$ cat src/rtl/reg_out_fifo.sv
// Output-register FIFO at the machine boundary: captures fire-and-forget result
// words, buffers up to DEPTH of them, and hands them out over valid/ready.
module reg_out_fifo #(
  parameter int DATA_W = 8,
  parameter int DEPTH  = 4,
  parameter int CNT_W  = 8,
  localparam int AW = $clog2(DEPTH),
  localparam int LW = $clog2(DEPTH + 1)
) (
  input  logic              clock,
  input  logic              reset_n,
  input  logic              flush,
  input  logic              in_valid,
  input  logic [DATA_W-1:0] in_data,
  output logic              out_valid,
  output logic [DATA_W-1:0] out_data,
  input  logic              out_ready,
  output logic [LW-1:0]     level,
  output logic              full,
  output logic              overflow,
  output logic [CNT_W-1:0]  drop_cnt,
  output logic [1:0]        state
);

  // Handshake: a word moves out on a clock edge where out_valid and out_ready
  // are both high; out_data holds steady while out_valid=1 and out_ready=0.
  // The producer side has no backpressure: words arriving while full are dropped.

  typedef enum logic [1:0] {
    ST_EMPTY   = 2'd0,
    ST_PARTIAL = 2'd1,
    ST_FULL    = 2'd2
  } state_t;

  state_t              st;
  logic [DATA_W-1:0]   mem [DEPTH];
  logic [AW-1:0]       wr_ptr;
  logic [AW-1:0]       rd_ptr;
  logic                push;
  logic                pop;
  logic                drop;
  logic [LW-1:0]       level_nxt;

  assign out_valid = (level != '0);
  assign out_data  = out_valid ? mem[rd_ptr] : '0;
  assign full      = (st == ST_FULL);
  assign state     = st;

  assign pop  = out_valid & out_ready & ~flush;
  assign push = in_valid & ~flush & (~full | pop);
  assign drop = in_valid & ~flush & full & ~pop;

  always_comb begin
    level_nxt = level;
    if (push && !pop) level_nxt = level + LW'(1);
    else if (pop && !push) level_nxt = level - LW'(1);
  end

  // Storage array is deliberately left out of reset.
  always_ff @(posedge clock) begin
    if (push) mem[wr_ptr] <= in_data;
  end

  always_ff @(posedge clock or negedge reset_n) begin
    if (!reset_n) begin
      wr_ptr   <= '0;
      rd_ptr   <= '0;
      level    <= '0;
      overflow <= 1'b0;
      drop_cnt <= '0;
      st       <= ST_EMPTY;
    end else if (flush) begin
      wr_ptr   <= '0;
      rd_ptr   <= '0;
      level    <= '0;
      overflow <= 1'b0;
      drop_cnt <= '0;
      st       <= ST_EMPTY;
    end else begin
      if (push) wr_ptr <= wr_ptr + AW'(1);
      if (pop)  rd_ptr <= rd_ptr + AW'(1);
      level <= level_nxt;
      if (drop) begin
        overflow <= 1'b1;
        if (drop_cnt != '1) drop_cnt <= drop_cnt + CNT_W'(1);
      end
      if (level_nxt == '0)                st <= ST_EMPTY;
      else if (level_nxt == LW'(DEPTH))   st <= ST_FULL;
      else                                st <= ST_PARTIAL;
    end
  end

endmodule

$ cat config.mk
export PLATFORM = sky130hd
export DESIGN_NAME = reg_out_fifo
export DESIGN_NICKNAME = d
export VERILOG_FILES = /design/src/rtl/reg_out_fifo.sv
export SDC_FILE = /design/constraint.sdc
export NUM_CORES = 1
export LEC_CHECK = 0
export ABC_CLOCK_PERIOD_IN_PS = 3450
export CORE_MARGIN = 2
export CORE_UTILIZATION = 50
export DETAILED_ROUTE_END_ITERATION = 8
export GPL_TIMING_DRIVEN = 0
export MAX_ROUTING_LAYER = met4
export PLACE_DENSITY_LB_ADDON = 0.08
export RECOVER_POWER = 25
export SKIP_LAST_GASP = 1
export SYNTH_ARGS = -nofsm -noshare
export SYNTH_HDL_FRONTEND = slang
export SYNTH_SLANG_ARGS = --single-unit
$ cat constraint.sdc
create_clock -name clock -period 3.45 [get_ports clock]
set_input_delay 0.345 -clock clock [delete_from_list [all_inputs] [get_ports clock]]
set_output_delay 0.345 -clock clock [all_outputs]
set_load 0.05 [all_outputs]
==> results of run 1 <==
-- cell usage after synthesis, types with 2 or more instances --
cell type / n
edfxtp_1: 32
dfrtp_1: 18
and2_1: 12
nor2_1: 9
ha_1: 8
mux4_2: 8
inv_1: 7
a21oi_1: 6
a211oi_1: 4
nand3_1: 4
nor3_1: 4
clkbuf_1: 3
nand2_1: 3
nand2b_1: 3
o31ai_1: 3
xor2_1: 3
buf_6: 2
mux2_1: 2
nand4_1: 2
nor2b_1: 2
nor4_1: 2
o211a_1: 2
o21a_1: 2
o21ai_0: 2
o311ai_0: 2
or3_1: 2
or3b_1: 2
-- how the worst min path moves through the flow --
stage / startpoint / end / slack, ps / cells after the start
after floorplan: reset_n / drop_cnt[0] / 50 / 0
after global placement: overflow / overflow / 490 / 2
after detailed placement: overflow / overflow / 500 / 2
after CTS: flush / level[2] / 240 / 2
after global routing: flush / level[2] / 240 / 2
final: flush / level[2] / 240 / 2
-- flip-flops by register name (all words and copies together) (netlist names) --
| register | flops |
|---|---|
| drop_cnt | 8 |
| level | 3 |
| mem | 32 |
| overflow | 1 |
| rd_ptr | 2 |
| state | 2 |
| wr_ptr | 2 |
-- worst max-delay path, delay by kind of cell, from the launching register on --
kind	cells	cell delay, ps
flops	1	470
buf+inv	4	1390
fa+ha+maj	1	230
simple gates	2	350
-- kinds of logic after synthesis --
logic type,count (synthesis)
multiplexers,11
buffers and inverters,14
XOR/XNOR,3
flip-flops,50
AND/OR/NAND/NOR,50
adder cells (fa/ha/maj),8
AO/OA/AOI/OAI,29
-- power breakdown --
group          internal [mW]  switching, mW
combinational          0.254          0.431
sequential             0.678         0.0316
clock                  0.217          0.198
-- area by class of cell --
type                       instances  area share
buffer                             6     0.01355
clock buffer                       5     0.02405
clock inverter                     3     0.01530
inverter                           8     0.01049
multi-input combinational        101      0.2982
sequential                        50      0.4932
tap                               52     0.02274
timing repair buffer              35      0.1224
-- stage by stage --
step | std cells | worst slack [ps] | instance area [sq um] | total power [mW] | utilization
global route | 260 | 204.3 | 2861 | 1.898 | 0.6482
floorplan | 165 | 685.5 | 2333 | 1.201 | -
global placement | 252 | 743.9 | 2749 | 1.400 | 0.6227
CTS | 260 | 290.9 | 2861 | 1.836 | 0.6482
finish | 260 | 368.4 | 2861 | 1.811 | 0.6482
detailed placement | 252 | 638.8 | 2749 | 1.420 | 0.6227
-- routing by layer --
layer / share of wire / up-vias / global-route usage
met4: 0.011 / 0 / 0.05451
li1: - / 711 / -
met3: 0.045 / 5 / 0.04583
met5: 0 / - / -
met2: 0.52 / 43 / 0.3364
met1: 0.42 / 761 / 0.2297
==> results_dict.tcl, run 1 <==
set metrics [dict create \
    clk_pin_slew_ps 90 \
    synth_xor_area_frac 0.01126 \
    ir_worst_vdd_mv 0.3853 \
    slowest_stage "clkdlybuf4s50_1" \
    yosysTopAreaCellShare 0.4118 \
    fp.dieH_um 72.32 \
    grt_max_degree 19 \
    async_flop_share 0.3600 \
    ys_types 43 \
    cts_hold_repair.buffers 0 \
    drive_gt1_frac 0.1154 \
    grt-ovfl-total 0 \
    core_sq_mm 0.004414 \
    dr_total_vias 1520 \
    critPathMaxStageDelay_ps 800 \
    n_antenna_cell 0 \
    yosys.area_share.adder 0.04290 \
    crit-reg2reg-launch "level[0]" \
    cp.required_ps 3110 \
    port-buffer-count 35 \
    wl_per_cell_um 17.50 \
    regToRegSetupSlack_ps 1220 \
    grt_usage 0.1953 \
    synth_nets 186 \
    post-route-min-period_ps 3082 \
    nets 228 \
    syn_area_sq_mm 0.002333 \
    dr.pass1.iters 4 \
    cts_setup_buffers 0 \
    syn_area_per_cell_sq_um 14.14 \
    io_pins 37 \
    clkLatencyLatePin_ps 300 \
    cts_sinks 50 \
    fin_crit_sh 0.8932 \
    synth_top_flop_cell "edfxtp_1" \
    multi_input_area_sq_um 853.3 \
    yosys.area.top_type "edfxtp_1" \
    endpoint "out_data[6]" \
    layout_commonest_cell "edfxtp_1" \
    nFillCells 330 \
    path_max_fanout 10 \
    seq_area_sq_mm 0.001411 \
    max_slew.worst_pin.slew_ps 844.8 \
    crit_path_start "level[0]" \
    arrival_ps 2740 \
    rows 24 \
    crit_chain "inv_1 > ha_1 > nor2b_4 > inv_2 > clkbuf_1 > and2_1 > clkdlybuf4s50_1" \
    hold_path_class "input port to flop" \
    rsz0062_at_grt "no" \
    syn2layout_area_growth_pct 22.63 \
    setup_viol 0 \
    r2r-end "mem[3][5]" \
    max-cap-violations 0 \
    synth_top_family_by_area "simple AND/OR/NAND/NOR gates" \
    antenna_found_initial 0 \
    start_util 0.5286 \
    die_w_um 72.32 \
    slew_headroom 0.4350 \
    die_area_sq_mm 0.005229 \
    synth_warnings 0 \
    grt_pass1_wl_um 7383 \
    synthMuxAreaShare 0.09115 \
    cts.path.max_buffers 2 \
    final_max_slew_viol_count 0 \
    ys_seq_elements 50 \
    p_leak_nw 1.071 \
    hold_viol_final 0 \
    end_kind "primary output" \
    critPathKind "flop to primary output" \
    fin_skew_ps 2.907 \
    power-per-cell-area_mw_per_mm2 632.9 \
    h-tree-depth 2 \
    grt_pass1_vias 1520 \
    cts_root_buf "clkbuf_8" \
    status "finished clean" \
    synth-compound-area-share 0.09115 \
    cts_resized 0 \
    antenna_left 0 \
    r2r.worst_path.cells 6 \
    synth_edf_count 32 \
    route.detailed.drc 0 \
    fmax_mhz 324.5 \
    final_cell_mix "edfxtp_1, clkdlybuf4s50_1, dfrtp_1" \
    cts_tree "built" \
    syn-instance-count 165 \
    holdWs_ps 239.2 \
    place.gp.congestion 0.8940 \
    synth_area_leaders "edfxtp_1, dfrtp_1, mux4_2, ha_1, and2_1" \
    numCtsBuffers 5 \
    startpoint_type "flop" \
    dr.first_iter.drc_count 79 \
    finalSetupTns_ps 0 \
    routed_via_density 5.846 \
    hpwl_um 3172 \
    yosys.area_share.simple 0.1292 \
    seq_area_frac_synth 0.6048 \
    wirelength_um 4551 \
]
No activity file was read; power rests on OpenSTA's default activity.
==> run 2: changes to the inputs <==
--- a/config.mk
+++ b/config.mk
@@ -8,6 +8,7 @@
 export ABC_CLOCK_PERIOD_IN_PS = 3450
 export CORE_MARGIN = 2
 export CORE_UTILIZATION = 50
+export CTS_CLUSTER_SIZE = 20
 export DETAILED_ROUTE_END_ITERATION = 8
 export GPL_TIMING_DRIVEN = 0
 export MAX_ROUTING_LAYER = met4
==> results of run 2 <==
Same layout as run 1: the final DEF is identical, and so are final timing and power.
